**src/rtl/lcd_pkg.sv**
```systemverilog
// Shared definitions for the character-LCD reader and writer.
// Holds the bus-cycle state encoding, the busy-flag bit position, the RW/RS
// line encodings and a small sizing helper for the phase counters.
package lcd_pkg;

  typedef enum logic [1:0] {
    ST_IDLE    = 2'd0,
    ST_SETUP   = 2'd1,
    ST_EN_HIGH = 2'd2,
    ST_EN_LOW  = 2'd3
  } lcd_state_e;

  localparam int unsigned LCD_BF_BIT = 7;

  localparam logic LCD_RW_WRITE = 1'b0;
  localparam logic LCD_RW_READ  = 1'b1;

  localparam logic LCD_RS_CMD  = 1'b0;
  localparam logic LCD_RS_DATA = 1'b1;

  // Largest of three phase lengths; sizes the shared phase counter.
  function automatic int unsigned lcd_max3(input int unsigned a,
                                           input int unsigned b,
                                           input int unsigned c);
    int unsigned m;
    m = a;
    if (b > m) m = b;
    if (c > m) m = c;
    return m;
  endfunction

endpackage

```
**src/rtl/lcd_phase_timer.sv**
```systemverilog
// Loadable down-counter used to time the phases of an LCD bus cycle.
// Ports:
//   clock, reset_n : system clock, synchronous active-low reset
//   load           : load load_value this cycle (overrides counting)
//   load_value     : remaining cycles after the current one (phase length - 1)
//   expired        : counter is zero, i.e. the current cycle ends the phase
// The counter saturates at zero and never wraps.
module lcd_phase_timer #(
  parameter int unsigned WIDTH = 5
) (
  input  logic             clock,
  input  logic             reset_n,
  input  logic             load,
  input  logic [WIDTH-1:0] load_value,
  output logic             expired
);

  logic [WIDTH-1:0] count_q, count_d;

  always_comb begin
    count_d = count_q;
    if (load) begin
      count_d = load_value;
    end else if (count_q != '0) begin
      count_d = count_q - 1'b1;
    end
  end

  always_ff @(posedge clock) begin
    if (!reset_n) begin
      count_q <= '0;
    end else begin
      count_q <= count_d;
    end
  end

  assign expired = (count_q == '0);

endmodule

```
**src/rtl/lcd_reader.sv**
```systemverilog
// HD44780-style read engine. On a rising edge of start (while idle) it runs
// one RW=1 bus cycle (setup, EN high, EN low) and returns the sampled byte.
// In poll mode it reads the BF/AC register repeatedly until BF clears or
// POLL_LIMIT pulses have been issued.
// Ports:
//   clock, reset_n  : system clock, synchronous active-low reset
//   start           : rising edge requests a transaction
//   rs, poll        : register select / busy-poll mode, latched at accept
//   rd_data         : last byte sampled from the bus
//   done, timeout   : completion flag (held) and poll-timeout flag
//   busy            : transaction in progress
//   lcd_data_in     : LCD data bus, input side
//   lcd_rw, lcd_en, lcd_rs : LCD control lines
//   lcd_bus_active  : reader owns the bus (top selects reader control)
module lcd_reader
  import lcd_pkg::*;
#(
  parameter int unsigned SETUP_CYCLES   = 2,
  parameter int unsigned EN_HIGH_CYCLES = 16,
  parameter int unsigned EN_LOW_CYCLES  = 16,
  parameter int unsigned POLL_LIMIT     = 1024
) (
  input  logic       clock,
  input  logic       reset_n,
  input  logic       start,
  input  logic       rs,
  input  logic       poll,
  output logic [7:0] rd_data,
  output logic       done,
  output logic       timeout,
  output logic       busy,
  input  logic [7:0] lcd_data_in,
  output logic       lcd_rw,
  output logic       lcd_en,
  output logic       lcd_rs,
  output logic       lcd_bus_active
);

  localparam int unsigned PH_MAX = lcd_max3(SETUP_CYCLES, EN_HIGH_CYCLES, EN_LOW_CYCLES);
  localparam int unsigned PHW    = $clog2(PH_MAX + 1);
  localparam int unsigned PCW    = $clog2(POLL_LIMIT + 1);

  localparam logic [PHW-1:0] SETUP_LOAD   = PHW'(SETUP_CYCLES - 1);
  localparam logic [PHW-1:0] EN_HIGH_LOAD = PHW'(EN_HIGH_CYCLES - 1);
  localparam logic [PHW-1:0] EN_LOW_LOAD  = PHW'(EN_LOW_CYCLES - 1);
  localparam logic [PCW-1:0] POLL_MAX     = PCW'(POLL_LIMIT);

  lcd_state_e state_q, state_d;

  logic           start_q;
  logic           armed_q;
  logic           rs_q, rs_d;
  logic           poll_q, poll_d;
  logic           done_q, done_d;
  logic           timeout_q, timeout_d;
  logic [7:0]     rd_q, rd_d;
  logic [PCW-1:0] pcnt_q, pcnt_d;
  logic           lcd_en_q, lcd_en_d;

  logic           accept;
  logic           tmr_load;
  logic [PHW-1:0] tmr_value;
  logic           tmr_expired;

  lcd_phase_timer #(
    .WIDTH (PHW)
  ) u_timer (
    .clock      (clock),
    .reset_n    (reset_n),
    .load       (tmr_load),
    .load_value (tmr_value),
    .expired    (tmr_expired)
  );

  // armed_q is low for the first cycle after reset, so a start level held
  // across reset release is absorbed into start_q rather than seen as an edge.
  assign accept = (state_q == ST_IDLE) && armed_q && start && !start_q;

  always_comb begin
    state_d   = state_q;
    rs_d      = rs_q;
    poll_d    = poll_q;
    done_d    = done_q;
    timeout_d = timeout_q;
    rd_d      = rd_q;
    pcnt_d    = pcnt_q;
    tmr_load  = 1'b0;
    tmr_value = '0;

    unique case (state_q)
      ST_IDLE: begin
        if (accept) begin
          poll_d    = poll;
          rs_d      = poll ? LCD_RS_CMD : rs;
          done_d    = 1'b0;
          timeout_d = 1'b0;
          pcnt_d    = '0;
          tmr_load  = 1'b1;
          tmr_value = SETUP_LOAD;
          state_d   = ST_SETUP;
        end
      end

      ST_SETUP: begin
        if (tmr_expired) begin
          tmr_load  = 1'b1;
          tmr_value = EN_HIGH_LOAD;
          state_d   = ST_EN_HIGH;
        end
      end

      ST_EN_HIGH: begin
        if (tmr_expired) begin
          // Sample on the edge where EN falls; pcnt counts pulses issued.
          rd_d = lcd_data_in;
          if (pcnt_q < POLL_MAX) begin
            pcnt_d = pcnt_q + 1'b1;
          end
          tmr_load  = 1'b1;
          tmr_value = EN_LOW_LOAD;
          state_d   = ST_EN_LOW;
        end
      end

      ST_EN_LOW: begin
        if (tmr_expired) begin
          if (poll_q && rd_q[LCD_BF_BIT] && (pcnt_q < POLL_MAX)) begin
            tmr_load  = 1'b1;
            tmr_value = SETUP_LOAD;
            state_d   = ST_SETUP;
          end else begin
            done_d    = 1'b1;
            timeout_d = poll_q && rd_q[LCD_BF_BIT];
            state_d   = ST_IDLE;
          end
        end
      end

      default: state_d = ST_IDLE;
    endcase

    lcd_en_d = (state_d == ST_EN_HIGH);
  end

  always_ff @(posedge clock) begin
    if (!reset_n) begin
      state_q   <= ST_IDLE;
      start_q   <= 1'b0;
      armed_q   <= 1'b0;
      rs_q      <= LCD_RS_CMD;
      poll_q    <= 1'b0;
      done_q    <= 1'b0;
      timeout_q <= 1'b0;
      rd_q      <= '0;
      pcnt_q    <= '0;
      lcd_en_q  <= 1'b0;
    end else begin
      state_q   <= state_d;
      start_q   <= start;
      armed_q   <= 1'b1;
      rs_q      <= rs_d;
      poll_q    <= poll_d;
      done_q    <= done_d;
      timeout_q <= timeout_d;
      rd_q      <= rd_d;
      pcnt_q    <= pcnt_d;
      lcd_en_q  <= lcd_en_d;
    end
  end

  assign busy           = (state_q != ST_IDLE);
  assign lcd_bus_active = busy;
  assign lcd_rw         = busy ? LCD_RW_READ : LCD_RW_WRITE;
  assign lcd_rs         = busy ? rs_q : LCD_RS_CMD;
  assign lcd_en         = lcd_en_q;
  assign rd_data        = rd_q;
  assign done           = done_q;
  assign timeout        = timeout_q;

endmodule

```
**config.mk**
```make
export PLATFORM = sky130hd
export DESIGN_NAME = lcd_reader
export DESIGN_NICKNAME = d
export VERILOG_FILES = /design/src/rtl/lcd_pkg.sv /design/src/rtl/lcd_phase_timer.sv /design/src/rtl/lcd_reader.sv
export SDC_FILE = /design/constraint.sdc
export NUM_CORES = 1
export LEC_CHECK = 0
export CAP_MARGIN = 20
export CORE_MARGIN = 5
export CORE_UTILIZATION = 45
export CTS_CLUSTER_DIAMETER = 150
export DETAILED_ROUTE_END_ITERATION = 10
export GPL_TIMING_DRIVEN = 0
export HOLD_SLACK_MARGIN = 0.08
export PLACE_DENSITY = 0.68
export RECOVER_POWER = 50
export SETUP_SLACK_MARGIN = 0.5
export SYNTH_ARGS = -nofsm -noshare
export SYNTH_HDL_FRONTEND = slang
export SYNTH_SLANG_ARGS = --single-unit
```
**constraint.sdc**
```tcl
create_clock -name clock -period 3.8 [get_ports clock]
set_input_delay 0.38 -clock clock [delete_from_list [all_inputs] [get_ports clock]]
set_output_delay 0.38 -clock clock [all_outputs]
set_load 0.03 [all_outputs]
```
==> results of run 1 <==
-- cell families (layout without fill, tap and decap cells) --
logic type / Yosys count / count (layout) / synth area share [%]
buf+inv: 18 / 53 / 4.758
compound gates: 51 / 51 / 19.58
simple gates: 74 / 74 / 26.13
mux: 2 / 2 / 1.248
xor+xnor: 3 / 3 / 1.638
flops: 33 / 33 / 41.19
fa+ha+maj: 7 / 7 / 5.460
-- state kept, by name (all words and copies together) (netlist names) --
name	count
armed_q	1
done	1
lcd_en	1
pcnt_q	11
poll_q	1
rd_data	8
rs_q	1
start_q	1
state_q	2
timeout	1
u_timer.count_q	5
-- cell usage in the layout (no fill, tap or decap), types with 7 or more instances in the layout --
cell,Yosys,routed
dlygate4sd3_1,0,12
inv_1,7,7
dfxtp_1,33,33
o21ai_0,7,7
ha_1,7,7
clkdlybuf4s50_1,0,15
nand2_1,20,20
a21oi_1,23,23
clkbuf_1,8,10
nand3_1,14,14
-- power groups by stage --
stage | combinational (mW) | clock [mW] | sequential, mW
global placement | 0.542 | 0 | 0.429
global route | 0.601 | 0.208 | 0.430
CTS | 0.552 | 0.194 | 0.425
floorplan | 0.372 | 0 | 0.452
finish | 0.547 | 0.184 | 0.424
detailed placement | 0.550 | 0 | 0.433
-- cell type report --
class,instances,area (um^2),area share [%]
clock buffer,6,41.29,2.083
inverter,7,26.28,1.326
buffer,11,48.80,2.462
clock inverter,2,10.01,0.5051
multi-input combinational,137,867.1,43.75
timing repair buffer,27,270.3,13.64
tap,46,57.56,2.904
sequential,33,660.6,33.33
-- layer usage --
metal | wire length (um) | track usage [%] | vias up
li1 | - | - | 756
met1 | 1731 | 19.82 | 708
met2 | 1627 | 23.31 | 57
met3 | 268 | 6.522 | 9
met4 | 55 | 7.021 | 0
met5 | 0 | 0 | -
-- how the worst max path moves through the flow --
| stage | from | to | slack (ps) | cells past startpoint |
|---|---|---|---|---|
| 2_1_floorplan | u_timer.count_q[0] | pcnt_q[7] | 1770 | 7 |
| 3_3_place_gp | start | pcnt_q[8] | 1360 | 7 |
| 3_5_place_dp | start | pcnt_q[8] | 1330 | 7 |
| 4_1_cts | state_q[0] | lcd_rw | 1360 | 5 |
| 5_1_grt | state_q[0] | pcnt_q[8] | 1200 | 8 |
| 6_report | state_q[0] | pcnt_q[8] | 1390 | 8 |
-- through the flow --
step	hold WS [ps]	setup WS [ps]
global placement	438.2	1359
floorplan	407.7	1768
CTS	463.6	1361
detailed placement	449.0	1331
global route	490.7	1198
finish	459.9	1391
-- worst reg2reg max path: stages, from the launching register on --
cell and delay [ps]:
dfxtp_1 350, inv_1 130, ha_1 270, and4b_1 210
clkbuf_1 250, a21oi_1 150, clkbuf_1 260, or4_1 550
a21oi_1 170
==> results.tsv, run 1 <==
stage	metric	value	unit
power_and_ir_drop	p_sw_share	41.01	%
critical_path	cp-end-kind	register	
routing	viasPerCell	5.688	
power_and_ir_drop	leakagePower	0.7241	nW
sta	rsz0062_at_grt	no	
yosys	synth_cells	188	
yosys	ys_seq_elements	33	
sta	min_period	2409	ps
worst_hold_path	hold_depth	2	
sta	finalHoldViolations	0	
critical_path	worst-path-buf-inv	3	
clock_network	post_cts_buffers	0	
sta	max_slew_margin	43.73	%
critical_path	crit_type	reg2reg	
critical_path	critical_path.max_stage_delay	550	ps
critical_path	reg2reg_depth	8	
grt	grt_pass1_wl	6.334	mm
grt	grt_max_degree	11	
finish	drive_gt1_share	4.933	%
clock_network	path_clk_slew	100	ps
sta	slew_viol_final	0	
yosys	synth-main-ff-cell	dfxtp_1	
yosys	async_reset_ff_share	0	%
finish	nFillCells	315	
sta	fin_setup_tns	0	ps
routing	post-route-drc-count	0	
power_and_ir_drop	vdd_ir_drop_max	346.5	uV
power_and_ir_drop	clkPwrFrac	15.9	%
clock_network	cts_buffers	5	
critical_path	crit_path_start_kind	register	
die	core	3390	um^2
finish	instances_no_fill	269	
yosys	synth_top_cell_area_share	41.19	%
sta	fmax	0.4150	GHz
power_and_ir_drop	p_sw	0.4734	mW
sta	fin_skew	12.13	ps
die	die_y	69.71	um
die	rows	21	
routing	vias	1530	
routing	drtIter0Drc	141	
clock_network	htree_levels	2	
grt	grt-ovfl-total	0	
yosys	yosysMostFrequentCell	dfxtp_1	
yosys	synth_cell_types	41	
finish	final_core_util	58.47	%
power_and_ir_drop	power_frac_seq	36.7	%
sta	setup_viol_count_final	0	
sta	worstMarginPinSlew	832.3	ps
finish	fin_area	1982	um^2
placement	place_congestion	0.7856	
yosys	synth-edff-count	0	
critical_path	regToRegEndpoint	pcnt_q[8]	
finish	syn_to_final_growth	23.56	%
clock_network	insertion_delay	330	ps
power_and_ir_drop	p_per_area	582.4	nW/um^2
yosys	synth_area_leaders	dfxtp_1 41%, a21oi_1 7.2%, ha_1 5.5%, nand2_1 4.7%, nand3_1 4.4%	
clock_network	cts_sinks	33	
die	die_area	4859	um^2
finish	layout.nets	242	
power_and_ir_drop	intPower	0.6808	mW
placement	dp_cells	261	
die	ioPinCount	28	
clock_network	post_cts_resized	0	
run_status	outcome	finished clean	
yosys	synth.net_count	208	
yosys	yosysTopAreaCell	dfxtp_1	
critical_path	crit_arrival	2660	ps
critical_path	cp_slowest_cell	or4_1	
sta	fin_crit_sh	63.41	%
die	start_util	47.32	%
clock_network	cts_tree	built	
power_and_ir_drop	power	1.154	mW
yosys	syn_area	1604	um^2
worst_hold_path	hold_start	rd_data[3]	
critical_path	worstPathCellList	inv_1, ha_1, and4b_1, clkbuf_1, a21oi_1, clkbuf_1, or4_1, a21oi_1	
critical_path	required	4050	ps
placement	place_hpwl	2.791	mm
routing	avgRoutedWirePerCell	13.69	um
grt	grt_usage	15.72	%
critical_path	cpLargestDelayFamily	simple AND/OR/NAND/NOR gates	
clock_network	root_buffer	clkbuf_4	
finish	n_antenna_cell	0	
clock_network	post_cts_hold_buffer_count	0	
critical_path	reg2reg_slack	1390	ps
routing	drt-total-wl	3.683	mm
die	die_w	69.71	um
critical_path	reg2reg_from	state_q[0]	
routing	final_antenna_net_count	0	
power_and_ir_drop	power_frac_comb	47.4	%
run	maxCapViolations	0	
worst_hold_path	hold_class	reg2reg	
placement	placed_area	1932	um^2
grt	first_global_vias	1461	
yosys	synth_common_cells	33 x dfxtp_1, 23 x a21oi_1, 20 x nand2_1	
routing	drt_first_pass_iters	4	
clock_network	cts_buffer_depth	2	
critical_path	cp_max_fo	10	
placement	io_buffers	27	
worst_hold_path	min_delay_worst_endpoint	rd_data[3]	
yosys	yosys_warnings	0	
yosys	ys_seq_area_share	41.19	%
grt	antenna_found_initial	0	
yosys	synth.avg_cell_area	8.532	um^2
No activity file was read; power rests on OpenSTA's default activity.
==> inputs of run 2 (changes only) <==
--- a/config.mk
+++ b/config.mk
@@ -12,7 +12,7 @@
 export DETAILED_ROUTE_END_ITERATION = 10
 export GPL_TIMING_DRIVEN = 0
 export HOLD_SLACK_MARGIN = 0.08
-export PLACE_DENSITY = 0.68
+export PLACE_DENSITY = 0.7
 export RECOVER_POWER = 50
 export SETUP_SLACK_MARGIN = 0.5
 export SYNTH_ARGS = -nofsm -noshare
==> constraint.sdc (replaced) <==
create_clock -name clock -period 2.2 [get_ports clock]
set_input_delay 0.22 -clock clock [delete_from_list [all_inputs] [get_ports clock]]
set_output_delay 0.22 -clock clock [all_outputs]
set_load 0.03 [all_outputs]
==> run 2 against run 1 <==
Sequential cell count is the same; highest routed layer unchanged; wire length up 20%; global-route usage up 2.2 points.
==> results.tsv, run 2 (synthesis results as in run 1) <==
stage	metric	value	unit	change
run_status	outcome	finished clean		
clock_network	cts_buffer_depth	2		unchanged
critical_path	cp-end-kind	register		
placement	place_congestion	0.8502		+8.2%
sta	max_slew_margin	63.95	%	+20 points
clock_network	cts_buffers	5		unchanged
finish	drive_gt1_share	24.37	%	+19 points
critical_path	reg2reg_depth	7		-1
placement	place_hpwl	2.788	mm	about the same
sta	worstMarginPinSlew	537.2	ps	-295.1 ps
power_and_ir_drop	clkPwrFrac	15.5	%	-0.4 points
critical_path	reg2reg_from	u_timer.count_q[0]		
sta	setup_slack	150.8	ps	-1240 ps
routing	drtIter0Drc	145		+2.8%
finish	fin_area	2266	um^2	+14%
critical_path	crit_type	reg2reg		
placement	placed_area	1982	um^2	+2.6%
grt	grt-ovfl-total	0		unchanged
sta	slew_viol_final	0		unchanged
finish	nFillCells	278		-12%
sta	finalHoldViolations	0		unchanged
finish	layout_commonest_cell	dfxtp_1		
grt	antenna_found_initial	0		unchanged
die	ioPinCount	28		unchanged
die	die_w	69.71	um	unchanged
worst_hold_path	hold_start	lcd_data_in[0]		
power_and_ir_drop	power_frac_seq	29.6	%	-7.1 points
placement	io_buffers	27		unchanged
finish	final_core_util	66.85	%	+8.4 points
worst_hold_path	min_delay_worst_endpoint	rd_data[0]		
clock_network	insertion_delay	350	ps	+20 ps
grt	first_global_vias	1529		+4.7%
power_and_ir_drop	leakagePower	0.8319	nW	+15%
clock_network	post_cts_hold_buffer_count	0		unchanged
sta	rsz0062_at_grt	yes		
critical_path	cp_max_fo	5		-5
routing	vias	1628		+6.4%
sta	fin_crit_sh	93.15	%	+30 points
sta	min_period	2049	ps	-360.2 ps
grt	grt_pass1_wl	7.120	mm	+12%
sta	fin_skew	8.704	ps	-3.424 ps
routing	final_antenna_net_count	0		unchanged
power_and_ir_drop	vdd_ir_drop_max	930.8	uV	+170%
routing	post-route-drc-count	0		unchanged
finish	syn_to_final_growth	41.26	%	
die	start_util	47.32	%	unchanged
die	core	3390	um^2	unchanged
finish	mostFrequentLayoutCells	30 x dfxtp_1, 20 x a21oi_1, 20 x nand2_1		
worst_hold_path	hold_class	in2reg		
routing	avgRoutedWirePerCell	15.55	um	+14%
routing	drt-total-wl	4.417	mm	+20%
grt	grt_max_degree	11		unchanged
power_and_ir_drop	p_per_area	1120	nW/um^2	+92%
critical_path	required	2470	ps	-1580 ps
run	maxCapViolations	0		unchanged
power_and_ir_drop	power_frac_comb	54.9	%	+7.5 points
finish	layout.nets	257		+6.2%
clock_network	cts_sinks	33		unchanged
die	die_area	4859	um^2	unchanged
finish	largest-register	pcnt_q		
clock_network	path_clk_slew	100	ps	about the same
routing	drt_first_pass_iters	4		unchanged
placement	dpl_worst_slack	103.8	ps	-1227 ps
critical_path	crit_path_start_kind	register		
critical_path	reg2reg_slack	150	ps	-1240 ps
worst_hold_path	hold_depth	3		+1
sta	fmax	0.4880	GHz	+18%
routing	viasPerCell	5.732		+0.79%
die	rows	21		unchanged
grt	grt_usage	17.97	%	+2.2 points
critical_path	regToRegEndpoint	pcnt_q[7]		
power_and_ir_drop	p_sw_share	39.40	%	-1.6 points
clock_network	htree_levels	2		unchanged
clock_network	cts_tree	built		
die	die_y	69.71	um	unchanged
power_and_ir_drop	p_sw	1.000	mW	+110%
finish	n_antenna_cell	0		unchanged
sta	fin_setup_tns	0	ps	unchanged
finish	largest_reg_flops	11		unchanged
critical_path	crit_arrival	2320	ps	-340 ps
sta	setup_viol_count_final	0		unchanged
clock_network	root_buffer	clkbuf_4		
power_and_ir_drop	intPower	1.538	mW	+130%
## run 2: cell types whose count changed in the layout (fill, tap and decap cells not counted), moves of 3 or more
cell,previous run,this run
clkbuf_2,0,3
o21ai_1,1,5
buf_4,2,12
inv_1,7,2
a21oi_2,0,3
o21ai_0,7,3
a21oi_1,23,20
ha_1,7,4
dfxtp_1,33,30
clkdlybuf4s50_1,15,11
inv_2,0,4
## run 2: worst max-delay path by stage
stage,endpoint,slack (ps),cells after the start,startpoint
floorplan,pcnt_q[7],250,7,u_timer.count_q[0]
global placement,pcnt_q[8],130,7,start
detailed placement,pcnt_q[8],100,7,start
CTS,pcnt_q[7],160,7,u_timer.count_q[0]
global route,pcnt_q[7],80,7,u_timer.count_q[0]
finish,pcnt_q[7],150,7,u_timer.count_q[0]
## run 2: metal layers
layer | share of wire (%) | up-vias | routed length [um] | GRT usage [%]
met3 | 6.3 | 9 | 280 | 6.522
met1 | 43 | 776 | 1900 | 20.18
met4 | 1.7 | 0 | 74 | 8.511
met5 | 0 | - | 0 | 0
li1 | - | 789 | - | -
met2 | 49 | 54 | 2162 | 30.08
## run 2: worst max-delay path, cell delays in order, from the launching register on
cell and delay, ps:
dfxtp_1 340, inv_2 80, ha_4 140, or4b_4 460, buf_8 140, o21a_4 210, or4_1 480, a21oi_1 140
## run 2: stage by stage
stage	hold WS, ps	cells	total power [mW]
after global placement	441.1	261	1.762
after detailed placement	447.2	261	1.796
after global routing	425.4	284	2.699
final	426.3	284	2.539
after CTS	333.4	278	2.393
after floorplan	247.7	188	1.503
## run 2: layout make-up
cell class / instances / area, um^2 / area share (%)
Timing Repair Buffer: 41 / 366.6 / 16.18
Sequential cell: 33 / 666.9 / 29.43
Multi-Input combinational cell: 138 / 994.7 / 43.90
Inverter: 7 / 28.78 / 1.270
Clock inverter: 1 / 5.005 / 0.2209
Buffer: 11 / 81.33 / 3.589
Clock buffer: 7 / 65.06 / 2.871
Tap cell: 46 / 57.56 / 2.540
## run 2: power by group through the flow
stage | Sequential (mW) | Clock, mW | Combinational [mW]
after CTS | 0.749 | 0.402 | 1.24
after global placement | 0.745 | 0 | 1.02
after floorplan | 0.783 | 0 | 0.720
after global routing | 0.764 | 0.428 | 1.51
final | 0.752 | 0.393 | 1.39
after detailed placement | 0.750 | 0 | 1.05
## run 2: timing repair
item,in CTS,in global routing
cloned,1,2
pin swaps,9,4
endpoints found under the setup margin,30,32
resized for setup,30,22
setup buffers,8,4
==> inputs of run 3 (changes only) <==
--- a/config.mk
+++ b/config.mk
@@ -5,16 +5,18 @@
 export SDC_FILE = /design/constraint.sdc
 export NUM_CORES = 1
 export LEC_CHECK = 0
-export CAP_MARGIN = 20
+export CELL_PAD_IN_SITES_DETAIL_PLACEMENT = 0
+export CELL_PAD_IN_SITES_GLOBAL_PLACEMENT = 2
 export CORE_MARGIN = 5
-export CORE_UTILIZATION = 45
+export CORE_UTILIZATION = 28
 export CTS_CLUSTER_DIAMETER = 150
 export DETAILED_ROUTE_END_ITERATION = 10
 export GPL_TIMING_DRIVEN = 0
 export HOLD_SLACK_MARGIN = 0.08
-export PLACE_DENSITY = 0.7
+export PLACE_DENSITY = 0.73
 export RECOVER_POWER = 50
 export SETUP_SLACK_MARGIN = 0.5
+export SKIP_LAST_GASP = 1
 export SYNTH_ARGS = -nofsm -noshare
 export SYNTH_HDL_FRONTEND = slang
 export SYNTH_SLANG_ARGS = --single-unit
==> run 3 against run 2 <==
Final cell count is 10% higher; clock power is 18% higher; sequential share of layout area is 2.0 points lower; sequential cell count stayed put; first-iteration DRC count is 60% lower; via count is 0.25% lower; sequential power is 1% higher; die area is 51% higher; global-route usage is 5.9 points lower; critical path depth stayed put; wire length is 6.1% higher; utilization is 23 points lower; critical endpoint unchanged.
==> results.tsv, run 3 (synthesis results as in run 1) <==
stage	metric	value	unit	change
clock_network	cts_buffers	5		unchanged
worst_hold_path	hold_class	reg2reg		
routing	drtIter0Drc	58		-60%
worst_hold_path	hold_depth	2		-1
placement	place_congestion	0.8238		-3.1%
sta	setup_viol_count_final	0		unchanged
routing	drt-total-wl	4.687	mm	+6.1%
die	start_util	28.95	%	-18 points
clock_network	root_buffer	clkbuf_8		
critical_path	reg2reg_depth	7		unchanged
finish	syn_to_final_growth	51.25	%	
die	die_area	7343	um^2	+51%
sta	max_slew_margin	60.23	%	-3.7 points
critical_path	crit_arrival	2220	ps	-100 ps
critical_path	required	2410	ps	-60 ps
sta	fmax	0.4984	GHz	+2.1%
finish	mostFrequentLayoutCells	30 x dfxtp_1, 20 x nand2_1, 19 x buf_4, 19 x a21oi_1, 14 x nand3_1		
clock_network	post_cts_hold_buffer_count	0		unchanged
clock_network	insertion_delay	280	ps	-70 ps
die	core	5540	um^2	+63%
die	die_y	85.69	um	+23%
sta	min_period	2006	ps	-42.77 ps
routing	final_antenna_net_count	0		unchanged
sta	worstMarginPinSlew	592.5	ps	+55.34 ps
finish	layout.nets	261		+1.6%
critical_path	cp-end-kind	register		
power_and_ir_drop	p_per_area	1121	nW/um^2	about the same
finish	n_antenna_cell	0		unchanged
power_and_ir_drop	leakagePower	0.8726	nW	+4.9%
sta	fin_setup_tns	0	ps	unchanged
grt	grt_pass1_wl	7.113	mm	about the same
clock_network	cts_sinks	33		unchanged
sta	fin_crit_sh	91.20	%	-1.9 points
sta	rsz0062_at_grt	yes		
clock_network	htree_levels	2		unchanged
finish	layout_commonest_cell	dfxtp_1		
sta	slew_viol_final	0		unchanged
routing	drt_first_pass_iters	4		unchanged
clock_network	cts_tree	built		
sta	finalHoldViolations	0		unchanged
finish	largest-register	pcnt_q		
routing	vias	1624		-0.25%
finish	drive_gt1_share	27.80	%	+3.4 points
die	die_w	85.69	um	+23%
clock_network	cts_buffer_depth	2		unchanged
finish	nFillCells	550		+98%
grt	grt_usage	12.06	%	-5.9 points
finish	final_core_util	43.79	%	-23 points
grt	grt-ovfl-total	0		unchanged
placement	io_buffers	27		unchanged
grt	grt_max_degree	11		unchanged
clock_network	path_clk_slew	70	ps	-30 ps
die	rows	27		+29%
power_and_ir_drop	vdd_ir_drop_max	833.6	uV	-10%
critical_path	reg2reg_slack	190	ps	+40 ps
run	maxCapViolations	0		unchanged
run_status	outcome	finished clean		
critical_path	cp_max_fo	5		unchanged
placement	place_hpwl	3.071	mm	+10%
critical_path	crit_path_start_kind	register		
grt	antenna_found_initial	0		unchanged
routing	avgRoutedWirePerCell	14.97	um	-3.7%
die	ioPinCount	28		unchanged
sta	fin_skew	3.728	ps	-4.975 ps
routing	viasPerCell	5.188		-9.5%
finish	largest_reg_flops	11		unchanged
critical_path	crit_type	reg2reg		
grt	first_global_vias	1522		-0.46%
routing	post-route-drc-count	0		unchanged
run 3: changes by cell type in the layout (fill, tap and decap cells not counted), moves of 3 or more:
cell	before	now
clkbuf_4	7	0
o21ai_2	0	3
clkbuf_8	2	6
buf_4	12	19
o31ai_1	4	1
run 3: critical path, cell delays in order (launching register included):
cell	delay [ps]
dfxtp_2	320
inv_2	70
ha_4	130
or4b_4	460
buf_8	150
o21a_4	210
or4_1	470
a21oi_1	130
run 3: area by class of cell:
type | count | area [um^2] | area share (%)
Buffer | 11 | 86.33 | 3.559
Clock buffer | 7 | 86.33 | 3.559
Inverter | 7 | 26.28 | 1.083
Multi-Input combinational cell | 138 | 1067 | 43.99
Sequential cell | 33 | 664.4 | 27.39
Tap cell | 72 | 90.09 | 3.713
Timing Repair Buffer | 45 | 405.4 | 16.71
run 3: metal layers:
layer | part of all wire (%) | global-route usage, % | routed length (um)
met1 | 42 | 13.31 | 1959
met2 | 53 | 21.82 | 2480
met3 | 3.2 | 3.170 | 150
met4 | 2.0 | 4.892 | 96
met5 | 0 | 0 | 0
run 3: through the flow:
step	power, mW	hold slack (ps)	setup slack [ps]	instances	area [um^2]
global placement	1.789	441.1	67.53	287	2014
detailed placement	1.805	450.1	17.92	287	2014
CTS	2.439	397.7	180.3	303	2232
global route	2.883	474.2	112.8	313	2426
finish	2.720	456.5	193.5	313	2426
floorplan	1.503	247.7	247.4	188	1654
run 3: final timing paths:
kind	from	endpoint
min	rd_data[0]	rd_data[0]
max reg2reg	u_timer.count_q[0]	pcnt_q[7]
min reg2reg	rd_data[0]	rd_data[0]
max	u_timer.count_q[0]	pcnt_q[7]
run 3: power breakdown:
part | switching [mW] | total, mW | internal [mW] | leakage, nW
Clock | 0.214 | 0.462 | 0.248 | 0.0443
Combinational | 0.763 | 1.50 | 0.734 | 0.559
Sequential | 0.0810 | 0.761 | 0.680 | 0.269
run 3: timing repair:
action | 4_1_cts | 5_1_grt
gates cloned | 1 | 2
pin swaps | 3 | 13
endpoints found under the setup margin | 31 | 33
buffers inserted | 8 | 8
resized for setup | 27 | 41
